<file path="config.mk">
export PLATFORM = sky130hd
export DESIGN_NAME = bcm_scan_ctrl
export DESIGN_NICKNAME = d
export VERILOG_FILES = /design/src/rtl/bcm_scan_ctrl.sv
export SDC_FILE = /design/constraint.sdc
export NUM_CORES = 1
export LEC_CHECK = 0
export ABC_CLOCK_PERIOD_IN_PS = 1900
export BUFFER_PORTS_ARGS = -buffer_cell sky130_fd_sc_hd__buf_2
export CORE_MARGIN = 3
export CORE_UTILIZATION = 40
export CTS_CLUSTER_SIZE = 10
export DETAILED_ROUTE_END_ITERATION = 6
export GPL_TIMING_DRIVEN = 0
export PLACE_DENSITY = 0.65
export REMOVE_ABC_BUFFERS = 1
export SYNTH_ARGS = -nofsm -noshare
export SYNTH_HDL_FRONTEND = slang
export SYNTH_SLANG_ARGS = --single-unit
</file>
<file path="constraint.sdc">
create_clock -name clock -period 1.9 [get_ports clock]
set_input_delay 0.095 -clock clock [delete_from_list [all_inputs] [get_ports clock]]
set_output_delay 0.095 -clock clock [all_outputs]
set_load 0.02 [all_outputs]
</file>
<file path="src/rtl/bcm_scan_ctrl.sv">
// rtl/bcm_scan_ctrl.sv - BCM scan sequencer between the pixel loader and the LED matrix pins
//
// Fetches BYTES_PER_ROW packed bytes per (row, bit-plane) from the loader, shifts
// them out LSB first, latches the row and holds OE for BASE_TICKS << plane clocks.
// Loading of the next plane overlaps the OE period of the current one.
//
// Optional feature: define BCM_LOAD_TIMEOUT_EN to add a 6-bit loader watchdog in
// WAIT; on expiry load_error sets (sticky) and a zero byte is shifted instead.
//
// Ports:
//   clock, reset        system clock, asynchronous active-high reset
//   enable              run scan, sampled only at frame boundaries
//   frame_offset[10:0]  pixel offset added to loader addresses, sampled at frame start
//   ld_load_rq          loader request (one-cycle pulse)
//   ld_bit[3:0]         bit-plane index for the loader
//   ld_address[10:0]    first pixel address of the requested byte
//   ld_data_ready       loader completion level, rising edge = data valid
//   ld_data_out[7:0]    packed plane bits, bit0 = leftmost pixel
//   sclk, sdata, latch  column shift clock, serial data, latch strobe
//   oe_n                output enable, active low
//   row_addr            row currently displayed
//   frame_done          one-cycle pulse after the last latch of a frame
//   load_error          sticky loader timeout flag (0 without BCM_LOAD_TIMEOUT_EN)
module bcm_scan_ctrl #(
  parameter int ROWS          = 16,
  parameter int BITS          = 12,
  parameter int BYTES_PER_ROW = 8,
  parameter int BASE_TICKS    = 4
) (
  input  logic                    clock,
  input  logic                    reset,
  input  logic                    enable,
  input  logic [10:0]             frame_offset,
  output logic                    ld_load_rq,
  output logic [3:0]              ld_bit,
  output logic [10:0]             ld_address,
  input  logic                    ld_data_ready,
  input  logic [7:0]              ld_data_out,
  output logic                    sclk,
  output logic                    sdata,
  output logic                    latch,
  output logic                    oe_n,
  output logic [$clog2(ROWS)-1:0] row_addr,
  output logic                    frame_done,
  output logic                    load_error
);

  localparam int RW = $clog2(ROWS);
  localparam int BW = (BYTES_PER_ROW > 1) ? $clog2(BYTES_PER_ROW) : 1;
  localparam int TW = $clog2(BASE_TICKS) + BITS + 1;

  localparam logic [2:0] S_IDLE  = 3'd0;
  localparam logic [2:0] S_REQ   = 3'd1;
  localparam logic [2:0] S_WAIT  = 3'd2;
  localparam logic [2:0] S_SHIFT = 3'd3;
  localparam logic [2:0] S_NEXT  = 3'd4;
  localparam logic [2:0] S_HOLD  = 3'd5;
  localparam logic [2:0] S_LATCH = 3'd6;

  logic [2:0]    state_q;
  logic [RW-1:0] row_q;
  logic [3:0]    plane_q;
  logic [BW-1:0] byte_q;
  logic [TW-1:0] timer_q;
  logic [3:0]    bit_cnt_q;
  logic [7:0]    shreg_q;
  logic [10:0]   off_q;
  logic          rdy_q;
  logic [RW-1:0] row_addr_q;
  logic          frame_done_q;
  logic          rdy_edge;
  logic [10:0]   pix_idx;

`ifdef BCM_LOAD_TIMEOUT_EN
  logic [5:0]    wdog_q;
  logic          load_error_q;
  assign load_error = load_error_q;
`else
  assign load_error = 1'b0;
`endif

  // Only a fresh rising edge counts; a level left high from earlier is ignored.
  assign rdy_edge = ld_data_ready & ~rdy_q;

  // Pixel index of the byte being fetched; the add wraps silently at 2048.
  assign pix_idx    = 11'(row_q) * 11'(BYTES_PER_ROW) + 11'(byte_q);
  assign ld_address = off_q + (pix_idx << 3);
  assign ld_bit     = plane_q;
  assign ld_load_rq = (state_q == S_REQ);

  // bit_cnt_q[0] selects the low/high half of each sclk period, [3:1] the bit.
  assign sclk  = (state_q == S_SHIFT) & bit_cnt_q[0];
  assign sdata = (state_q == S_SHIFT) & shreg_q[bit_cnt_q[3:1]];
  assign latch = (state_q == S_LATCH);

  // LATCH is only entered with the timer at zero, so oe_n is high in that cycle.
  assign oe_n       = (timer_q == '0);
  assign row_addr   = row_addr_q;
  assign frame_done = frame_done_q;

  always_ff @(posedge clock or posedge reset) begin
    if (reset) begin
      state_q      <= S_IDLE;
      row_q        <= '0;
      plane_q      <= '0;
      byte_q       <= '0;
      timer_q      <= '0;
      bit_cnt_q    <= '0;
      shreg_q      <= '0;
      off_q        <= '0;
      rdy_q        <= 1'b0;
      row_addr_q   <= '0;
      frame_done_q <= 1'b0;
`ifdef BCM_LOAD_TIMEOUT_EN
      wdog_q       <= '0;
      load_error_q <= 1'b0;
`endif
    end else begin
      rdy_q        <= ld_data_ready;
      frame_done_q <= 1'b0;
      // The OE period runs independently of the FSM so loading overlaps display.
      if (timer_q != '0) begin
        timer_q <= timer_q - TW'(1);
      end

      case (state_q)
        S_IDLE: begin
          if (enable) begin
            off_q   <= frame_offset;
            row_q   <= '0;
            plane_q <= '0;
            byte_q  <= '0;
            state_q <= S_REQ;
          end
        end
        S_REQ: begin
`ifdef BCM_LOAD_TIMEOUT_EN
          wdog_q  <= '0;
`endif
          state_q <= S_WAIT;
        end
        S_WAIT: begin
          if (rdy_edge) begin
            shreg_q   <= ld_data_out;
            bit_cnt_q <= '0;
            state_q   <= S_SHIFT;
          end
`ifdef BCM_LOAD_TIMEOUT_EN
          else if (wdog_q == 6'h3f) begin
            load_error_q <= 1'b1;
            shreg_q      <= '0;
            bit_cnt_q    <= '0;
            state_q      <= S_SHIFT;
          end else begin
            wdog_q <= wdog_q + 6'd1;
          end
`endif
        end
        S_SHIFT: begin
          bit_cnt_q <= bit_cnt_q + 4'd1;
          if (bit_cnt_q == 4'd15) begin
            state_q <= S_NEXT;
          end
        end
        S_NEXT: begin
          if (byte_q != BW'(BYTES_PER_ROW - 1)) begin
            byte_q  <= byte_q + BW'(1);
            state_q <= S_REQ;
          end else begin
            byte_q  <= '0;
            state_q <= S_HOLD;
          end
        end
        S_HOLD: begin
          if (timer_q == '0) begin
            state_q <= S_LATCH;
          end
        end
        S_LATCH: begin
          row_addr_q <= row_q;
          timer_q    <= TW'(BASE_TICKS) << plane_q;
          state_q    <= S_REQ;
          if (plane_q == 4'(BITS - 1)) begin
            plane_q <= '0;
            if (row_q == RW'(ROWS - 1)) begin
              row_q        <= '0;
              frame_done_q <= 1'b1;
              if (enable) begin
                off_q <= frame_offset;
              end else begin
                state_q <= S_IDLE;
              end
            end else begin
              row_q <= row_q + RW'(1);
            end
          end else begin
            plane_q <= plane_q + 4'd1;
          end
        end
        default: state_q <= S_IDLE;
      endcase
    end
  end

endmodule

</file>
==> results.cfg <==
[outcome]
outcome = complete, but fails checks
violations = setup timing

[pwr]
p_int_uw = 3569
power_density_nw_per_um2 = 1237
ir_worst_vdd_mv = 0.5864
p_switching_uw = 2030
p_comb_share_pct = 39.2
clkPwrFrac_pct = 23.3
seqPwrFrac_pct = 37.5
leakage_uw = 0.002016
switching_share_pct = 36.26

[global_routing]
grt_pass1_vias = 2824
antenna_found_initial = 0
grt_pass1_wl_mm = 13.57
gr-total-overflow = 0
grt_usage_pct = 17.61
grt_max_degree = 32

[worst_setup_path]
cp_max_fo = 3
worst_path_max_delay_cell = dfrtp_1
path_cells = ha_4, inv_2, fa_2, nand2b_4, a21boi_4, o21a_1, o211ai_1, buf_4
critical_path_required_ns = 1.80
path_class = reg -> out
end_kind = primary output
max_stage_delay_ns = 0.40
cp.arrival_ns = 2.01
cp-start-kind = flip-flop

[timing]
clock_skew_ns = 0.006883
period_minus_slack_ns = 2.106
rsz0062_at_grt = true
finalCritPeriodShare_pct = 110.8
slew_violations = 0
hold_viol = 0
max_slew.worst_pin.slew_ns = 0.6270
fin_hold_ws_ns = 0.02258
fmax_mhz = 474.8
setup_viol = 5
relSlewSlack_pct = 58.14
worst_slack_ns = -0.2061

[cts]
htree_levels = 3
cts_made_buffers = 9
root_buffer = clkbuf_8
cts_tree = built
clk_latency_ns = 0.33
cts_max_path_buffers = 2
cts.sink_count = 58
clkTransAtPathRegs_ns = 0.06

[floorplan]
fp.dieW_um = 97.13
dieHeight_um = 97.13
dieArea_um2 = 9434
placementRows = 32
start_util_pct = 42.12
boundaryPins = 49
core_um2 = 7888

[route]
drc = 0
drt_iter0_markers = 155
first_pass_iters = 5
wire_per_inst_um = 15.89
vias_per_cell = 5.467
wirelength_mm = 8.342
ant_nets = 0
vias = 2870

[placed_design]
placed_area_um2 = 3602
dpl.hpwl_mm = 5.036
place.gp.congestion = 0.8177
port_buffers = 47

[finish]
n_antenna_cell = 0
layout.nets = 460
drive_gt1_share_pct = 39.01
area_growth_pct = 36.27
finalInstanceArea_um2 = 4527

[synth]
yosysTopAreaCell = dfrtp_1
synth_cells = 324
synth_area_per_cell_um2 = 10.25
synth_area_um2 = 3322
ys.warnings.count = 0
synth-edff-count = 0
async_flop_share_pct = 100.0
synth_cell_type_count = 56
synth_seq_cells = 58
synth_area_leaders = dfrtp_1 44%, ha_1 6.8%, mux2_2 6.8%, nand2_1 3.1%, o21ai_0 3.0%
synth_ff_type = dfrtp_1
synth_top_area_share_pct = 43.69
ys_seq_area_share_pct = 43.69

[flow_run]
max_cap_viol_count = 0

[hold_path]
hold_class = in -> reg
[cell usage in the layout (no fill, tap or decap), types with 3 or more instances in the layout]
cell	instances
o211ai_1	4
and3_1	4
nor3_1	4
inv_1	13
mux2_2	20
nand3_1	8
nand2b_1	4
buf_2	42
or2_2	3
buf_4	35
clkbuf_8	11
nor2_1	14
mux2i_1	3
nand4_1	4
nand3b_1	5
dlygate4sd3_1	19
ha_1	11
a21oi_1	13
dfrtp_1	50
ha_4	7
dfrtp_2	8
xor2_1	5
a31oi_1	4
o31ai_1	4
o21ai_0	20
or3_1	4
inv_2	4
nand2_1	26
xnor2_1	3
o41ai_1	5
[layout make-up]
cell class	instances	area (um^2)
Clock buffer	12	155.1
Clock inverter	4	73.82
Fill cell	670	3361
Inverter	18	71.32
Multi-Input combinational cell	232	1936
Sequential cell	58	1461
Tap cell	102	127.6
Timing Repair Buffer	98	694.4
Timing Repair inverter	1	7.507
[state kept, by name (all words and copies together), names as in the netlist]
signal	count
bit_cnt_q	4
byte_q	3
frame_done	1
ld_bit	4
off_q	11
rdy_q	1
row_addr	4
row_q	4
shreg_q	8
state_q	3
timer_q	15
[worst paths after layout]
path | start | endpoint | slack, ns | depth (start not counted)
setup / recovery | off_q[3]$_DFFE_PP0P_ | ld_address[9] | -0.21 | 8
hold / removal | frame_offset[5] | off_q[5]$_DFFE_PP0P_ | 0.02 | 2
setup reg to reg | row_q[0]$_DFFE_PP0P_ | off_q[6]$_DFFE_PP0P_ | 0.05 | 6
hold reg to reg | row_addr[2]$_DFFE_PP0P_ | row_addr[2]$_DFFE_PP0P_ | 0.47 | 2
max in group asynchronous | reset | ld_bit[3]$_DFFE_PP0P_ | 0.91 | 4
min in group asynchronous | reset | timer_q[2]$_DFFE_PP0P_ | 0.39 | 3
[power groups by stage]
stage	Sequential (uW)	Combinational, uW	Clock [uW]
floorplan	2000	1350	0
global placement	2030	1730	0
detailed placement	2050	1780	0
CTS	2070	1990	1330
global route	2170	2410	1390
finish	2100	2190	1310
[routing by layer]
layer | global-route usage [%] | share of wire, % | up-vias
met1 | 23.32 | 44 | 1400
met2 | 28.61 | 49 | 79
met5 | 0 | 0 | -
met3 | 3.230 | 5.3 | 11
li1 | - | - | 1380
met4 | 6.911 | 1.3 | 0
[worst max-delay path, delay by kind of cell, from the launching register on]
family | cells | cell delay, ns
buffers and inverters | 2 | 0.21
flip-flops | 1 | 0.40
adder cells (fa/ha/maj) | 2 | 0.52
AO/OA/AOI/OAI | 3 | 0.41
AND/OR/NAND/NOR | 1 | 0.16
[timing repair]
action / 4_1_cts / 5_1_grt
setup endpoints to repair: 47 / 42
hold endpoints to repair: 44 / 1
resized for setup: 34 / 28
pin swaps: 16 / 10
setup buffers: 13 / 17
hold buffers: 18 / 1
cloned: 3 / 0
[kinds of logic (layout without fill, tap and decap cells)]
group	Yosys count	count (layout)	share of synthesized area [%]
buf+inv	36	133	5.273
xor+xnor	9	9	2.373
fa+ha+maj	19	19	7.382
compound gates	73	73	14.54
mux	25	25	9.040
simple gates	103	105	17.59
flops	58	58	43.69
other cells	1	1	0.1129
[cell usage after synthesis, drive strengths merged (5+ instances only)]
cell type	number
inv	18
a21oi	14
nand3	10
xor2	5
nor2	16
mux2	20
o41ai	6
nor3	7
nand2b	5
and3	5
dfrtp	58
ha	18
nand2	27
buf	14
o31ai	5
o21ai	20
[stage by stage]
step,utilization (%),setup slack (ns),setup TNS [ns],total power [uW],instances
4_1_cts,53.90,-0.2257,-0.6404,5382,507
3_3_place_gp,45.35,-1.068,-53.50,3756,455
3_5_place_dp,45.67,-1.055,-24.34,3832,457
6_report,57.39,-0.2061,-0.6803,5599,525
2_1_floorplan,-,-0.3392,-6.206,3348,306
5_1_grt,57.39,-0.2882,-1.203,5965,525
(Power assumes the default switching activity.)
